File: src/rtl/clock_rate_controller.sv
// Run/stop, runtime-reprogrammable sequencer for the system clock divider.
// Divisor updates arrive over a valid/ready handshake and only take effect on
// a period boundary, so clock_out never emits a runt pulse. A one-cycle tick
// marks the first cycle of every period for logic clocked on clock_in.
//
// state | meaning
// ------+--------------------------------------------------------------
// STOP  | divider idle, counter held at 0, clock_out low
// RUN   | divider running, no update waiting
// PEND  | divider running, accepted divisor waiting for the wrap edge
module clock_rate_controller #(
   parameter int WIDTH       = 28,
   parameter int DEFAULT_DIV = 25000,
   parameter int MIN_DIV     = 2
) (
   input  logic             clock_in,
   input  logic             reset_n,
   input  logic             run,
   input  logic             cfg_valid,
   input  logic [WIDTH-1:0] cfg_divisor,
   output logic             cfg_ready,
   output logic             cfg_error,
   output logic [WIDTH-1:0] active_divisor,
   output logic             clock_out,
   output logic             tick,
   output logic             running
);

   localparam logic [WIDTH-1:0] DEF_D = WIDTH'(DEFAULT_DIV);
   localparam logic [WIDTH-1:0] MIN_D = WIDTH'(MIN_DIV);
   localparam logic [WIDTH-1:0] ONE   = {{(WIDTH-1){1'b0}}, 1'b1};

   typedef enum logic [1:0] {
      ST_STOP = 2'd0,
      ST_RUN  = 2'd1,
      ST_PEND = 2'd2
   } state_t;

   state_t           state;
   logic [WIDTH-1:0] counter;
   logic [WIDTH-1:0] pending;
   logic [WIDTH-1:0] half_div;
   logic             wrap;
   logic             xfer;
   logic             xfer_ok;
   logic             xfer_bad;

   // Handshake and period-boundary decode, all from registered state.
   assign cfg_ready = (state != ST_PEND);
   assign running   = (state != ST_STOP);
   assign half_div  = active_divisor >> 1;
   assign wrap      = running && (counter == active_divisor - ONE);
   assign xfer      = cfg_valid && cfg_ready;
   assign xfer_ok   = xfer && (cfg_divisor >= MIN_D);
   assign xfer_bad  = xfer && (cfg_divisor < MIN_D);

   // Sequencer: counter, divisor hand-over, and registered clock/tick outputs.
   always_ff @(posedge clock_in or negedge reset_n) begin
      if (!reset_n) begin
         state          <= ST_STOP;
         counter        <= '0;
         pending        <= '0;
         active_divisor <= DEF_D;
         clock_out      <= 1'b0;
         tick           <= 1'b0;
         cfg_error      <= 1'b0;
      end else begin
         cfg_error <= xfer_bad;
         tick      <= wrap;
         clock_out <= running && (counter < half_div);
         case (state)
            ST_STOP: begin
               counter <= '0;
               if (xfer_ok) active_divisor <= cfg_divisor;
               if (run) state <= ST_RUN;
            end
            ST_RUN: begin
               counter <= wrap ? '0 : counter + ONE;
               // An update landing exactly on the wrap edge needs no parking.
               if (xfer_ok && wrap) begin
                  active_divisor <= cfg_divisor;
               end else if (xfer_ok) begin
                  pending <= cfg_divisor;
                  state   <= ST_PEND;
               end
               if (wrap && !run) state <= ST_STOP;
            end
            ST_PEND: begin
               counter <= wrap ? '0 : counter + ONE;
               if (wrap) begin
                  active_divisor <= pending;
                  state          <= run ? ST_RUN : ST_STOP;
               end
            end
            default: begin
               state   <= ST_STOP;
               counter <= '0;
            end
         endcase
      end
   end

endmodule
File: config.mk
export PLATFORM = sky130hd
export DESIGN_NAME = clock_rate_controller
export DESIGN_NICKNAME = d
export VERILOG_FILES = /design/src/rtl/clock_rate_controller.sv
export SDC_FILE = /design/constraint.sdc
export NUM_CORES = 1
export LEC_CHECK = 0
export ABC_AREA = 0
export BUFFER_PORTS_ARGS = -buffer_cell sky130_fd_sc_hd__clkbuf_2
export CAP_MARGIN = 20
export CORE_UTILIZATION = 54
export CTS_CLUSTER_DIAMETER = 40
export DETAILED_ROUTE_END_ITERATION = 12
export GPL_ROUTABILITY_DRIVEN = 0
export PLACE_DENSITY = 0.77
export SYNTH_ARGS = -nofsm -noshare
export SYNTH_HDL_FRONTEND = slang
export SYNTH_SLANG_ARGS = --single-unit
File: constraint.sdc
create_clock -name clock_in -period 3.1 [get_ports clock_in]
set_input_delay 0.465 -clock clock_in [delete_from_list [all_inputs] [get_ports clock_in]]
set_output_delay 0.465 -clock clock_in [all_outputs]
set_load 0.05 [all_outputs]
==> results <==
- The run finished, with violations left.
- The final reports fail on negative setup slack.
- The number of failing hold endpoints at the final stage is 0.
- Clock-pin slew was measured on the worst setup and hold paths at approximately 0.10 ns.
- The distinct cell type count after synthesis is 58.
- The first-pass GRT wire length is between 20000 and 30000 microns.
- For this block, the routed nets add up to 15630 microns of wire.
- After the last flow step, the layout net total stands at 784.
- The number of buffers added on ports is 64.
- The tool flagged a number of max-cap violations equal to 0.
- The post-synth net total is 680.
- The first routing iteration left 384 violations.
- The number of global-route vias before repair is approximately 5100.
- The worst register-to-register path begins at active_divisor[1].
- Traced cell by cell, the critical path runs through inv_2 -> ha_4 -> or4b_4 -> or4b_4 -> o211ai_1 -> a31oi_1 -> a311oi_2 -> nand4_2 -> buf_4 -> nor2b_4 -> buf_6 -> mux2_4.
- Among the stages of the critical path, the cell type that occurs most often is or4b_4.
- For the pin with the worst max-slew slack, the measured transition is about 0.86 ns.
- The accumulated negative setup slack is -2.224 ns.
- The number of buffers added to fix hold violations after cts is 0.
- In the synthesized netlist the async set-or-reset flop fraction comes to 1.000.
- On the final layout, the worst clock skew is roughly 0.012 ns.
- Of the synthesized area, sequential elements account for 0.3824.
- For this run, the slowest stage of the critical path takes 0.50 ns.
- The die covers roughly 11000 sq um.
- The floorplan step set the die height to 106.0 microns.
- The class of the most critical hold timing path is primary input to async pin.
- The startpoint type of the worst setup path is a flop.
- Entering global routing, the biggest net connects 69 pins.
- The post-synthesis register bit count is 89.
- Synthesis produced a netlist whose cell count is between 600 and 700.
- Power spread over the standard cell area amounts to approximately 950 nW/um^2.
- The commonest cells after synthesis are 83 x dfrtp_1, 46 x nor2_1, 42 x a21oi_1, 40 x nor3_1.
- The x dimension of the die is roughly 110 microns.
- During I/O placement, the number of pins put on the boundary was 65.
- The number of vias per cell is about 6.0.
- The largest total area in the synthesized netlist belongs to dfrtp_1.
- The clock root buffer is clkbuf_8.
- The number of antenna violations at the first check in global routing is 0.
- TritonCTS built the clock tree.
- In this run the static leakage power is between 3 and 4 nW.
- CTS built an H-tree with a depth of 3.
- Final hold analysis gives a worst-case slack of ~0.18 ns.
- The critical path endpoint category is a flop.
- In the synthesized netlist the dominant register cell turns out to be dfrtp_1.
- After detailed routing, the number of remaining DRC violations is 0.
- The critical path in this run is classified as flop to flop.
- The synthesized design contains 0 enable-type register cells.
- The placeable core region is ~10000 sq um.
- The longest clock path from root to sink contains 2 buffers.
- The startpoint of the most critical setup path is active_divisor[1].
- The cell count after placement is 839.
- The area share of the largest cell type after synthesis is 0.3555.
- The pre-antenna-repair detailed-routing pass consisted of 5 iterations.
- The highest clock frequency the design can meet is around 310 MHz.
- Compared with the post-synthesis result, the final layout area differs by 19.34%.
- Setup repair after global routing could not meet its margin everywhere.
- VDD sags by at most about 0.00067 V.
- The number of synthesis warnings is 0.
- At the end of the flow the core is filled with cells to 0.6694.
- Setup violations remaining at the end of the flow were counted as 51.
- In this run the cell area of the synthesized design comes to 5843 sq um.
- The final cell count without fillers is around 860.
- The floorplan has 37 rows.
- The post-layout worst setup margin is -0.07682 ns.
- At the worst endpoint, the required time is 3.36 ns.
- The worst slew margin relative to its limit is 0.4277.
- The source-to-sink clock delay at the later pin of the worst-skew pair is 0.38 ns.
- Once detail routing completed, the nets flagged for antenna violations numbered 0.
- The count of inserted antenna diode cells is 0.
- The number of max-slew violations in the final report is 0.
- The average instance in the mapped netlist occupies 9.486 sq um.
- The global route total overflow is 0.
- The cell with the largest stage delay on the worst path is or4b_4.
- The sink count of the clock tree is 89.
- The mean routed wirelength per cell is between 15 and 20 microns.
- Ranked by total cell area, the synthesized netlist is headed by dfrtp_1 36%, ha_1 6.9%, mux2i_1 5.0%.
- Data on the critical path arrives at its endpoint at roughly 3.4 ns.
- The ratio of cells with drive above 1 in the final layout is 0.2841.
- Timing analysis after detailed placement gives a worst setup slack of -0.2174 ns.
- Summed over all nets, the half-perimeter wirelength after detailed placement is 11240 microns.
- Summing over every cut layer, the via total after detailed routing is 5154.
- The minimum period implied by the final worst setup slack is about 3.2 ns.
- In the post-synthesis netlist, the cell with the most instances is dfrtp_1.
- For this run, the total global-route usage over all layers was measured as 0.2889.
- The share of the cycle needed by the critical path after routing is 1.025.
- The initial core utilization is 0.5610.
- The maximum net fanout on the critical path is 9.
- Buffers inserted during clock tree synthesis total 9.
## critical path: cells and delay by family, from the launching register on
family / cells / cell delay, ns
buffers and inverters: 3 / 0.41
DFF: 1 / 0.42
AOI/OAI and AO/OA: 3 / 0.54
adders and majority gates: 1 / 0.13
and+or+nand+nor: 4 / 1.27
muxes: 1 / 0.30
## kinds of logic (layout without fill, tap and decap cells)
family / count (synthesis) / count (layout) / synth area share
buffers and inverters: 65 / 173 / 0.05032
flip-flops: 89 / 89 / 0.3824
AO/OA/AOI/OAI: 90 / 90 / 0.09572
multiplexers: 58 / 58 / 0.1114
XOR/XNOR: 58 / 58 / 0.08694
adder cells (fa/ha/maj): 32 / 32 / 0.06852
AND/OR/NAND/NOR: 224 / 225 / 0.2047
## worst paths after layout
| check | slack (ns) | cells after the start | to |
|---|---|---|---|
| setup / recovery | -0.08 | 12 | pending[26] |
| setup reg to reg | -0.08 | 12 | pending[26] |
| hold reg to reg | 0.51 | 1 | pending[7] |
| max in group asynchronous | 2.16 | 2 | active_divisor[5] |
| hold / removal | 0.18 | 1 | counter[6] |
| min in group clock_in | 0.32 | 3 | cfg_error |
## per-layer routing
| layer | vias up | track usage | part of all wire |
|---|---|---|---|
| li1 | 2405 | - | - |
| met1 | 2488 | 0.3810 | 0.42 |
| met2 | 227 | 0.4739 | 0.49 |
| met3 | 34 | 0.04844 | 0.066 |
| met4 | 0 | 0.1161 | 0.024 |
| met5 | - | 0 | 0 |
## power breakdown
group          leakage (nW)  internal (mW)  switching (mW)
clock                 0.101          0.342           0.456
combinational          1.97           1.47            2.33
sequential             1.09           1.60           0.420
## placed cells by master (no fill, tap or decap), types with 30 or more instances in the layout
cell	count
dfrtp_1	79
xnor2_1	32
a21oi_1	40
nor3_1	38
nor2_1	46
clkbuf_2	63
inv_1	34
buf_4	50
ha_1	30
nand2_1	36
## per-stage QoR
| stage | area (sq um) | power [mW] |
|---|---|---|
| floorplan | 5874 | 4.480 |
| finish | 6973 | 6.613 |
| CTS | 6889 | 6.487 |
| global route | 6973 | 6.965 |
| detailed placement | 6634 | 5.647 |
| global placement | 6634 | 5.517 |
## registers in the layout, summed over array words and instances (netlist names)
signal and flops:
active_divisor 28, cfg_error 1, clock_out 1, counter 28, pending 28, state 2
tick 1
## what timing repair did
item | in CTS | in global routing
cloned | 1 | 0
pin swaps | 3 | 5
setup endpoints to repair | 58 | 59
buffers inserted | 1 | 4
resized for setup | 11 | 10
## area by class of cell
class / count / area (sq um)
multi-input combinational: 463 / 3425
inverter: 36 / 135.1
sequential: 89 / 2240
clock buffer: 11 / 151.4
tap: 136 / 170.2
fill: 816 / 3443
timing repair buffer: 121 / 815.8
clock inverter: 5 / 36.28
Note: power is estimated with default switching activity, not from simulation.
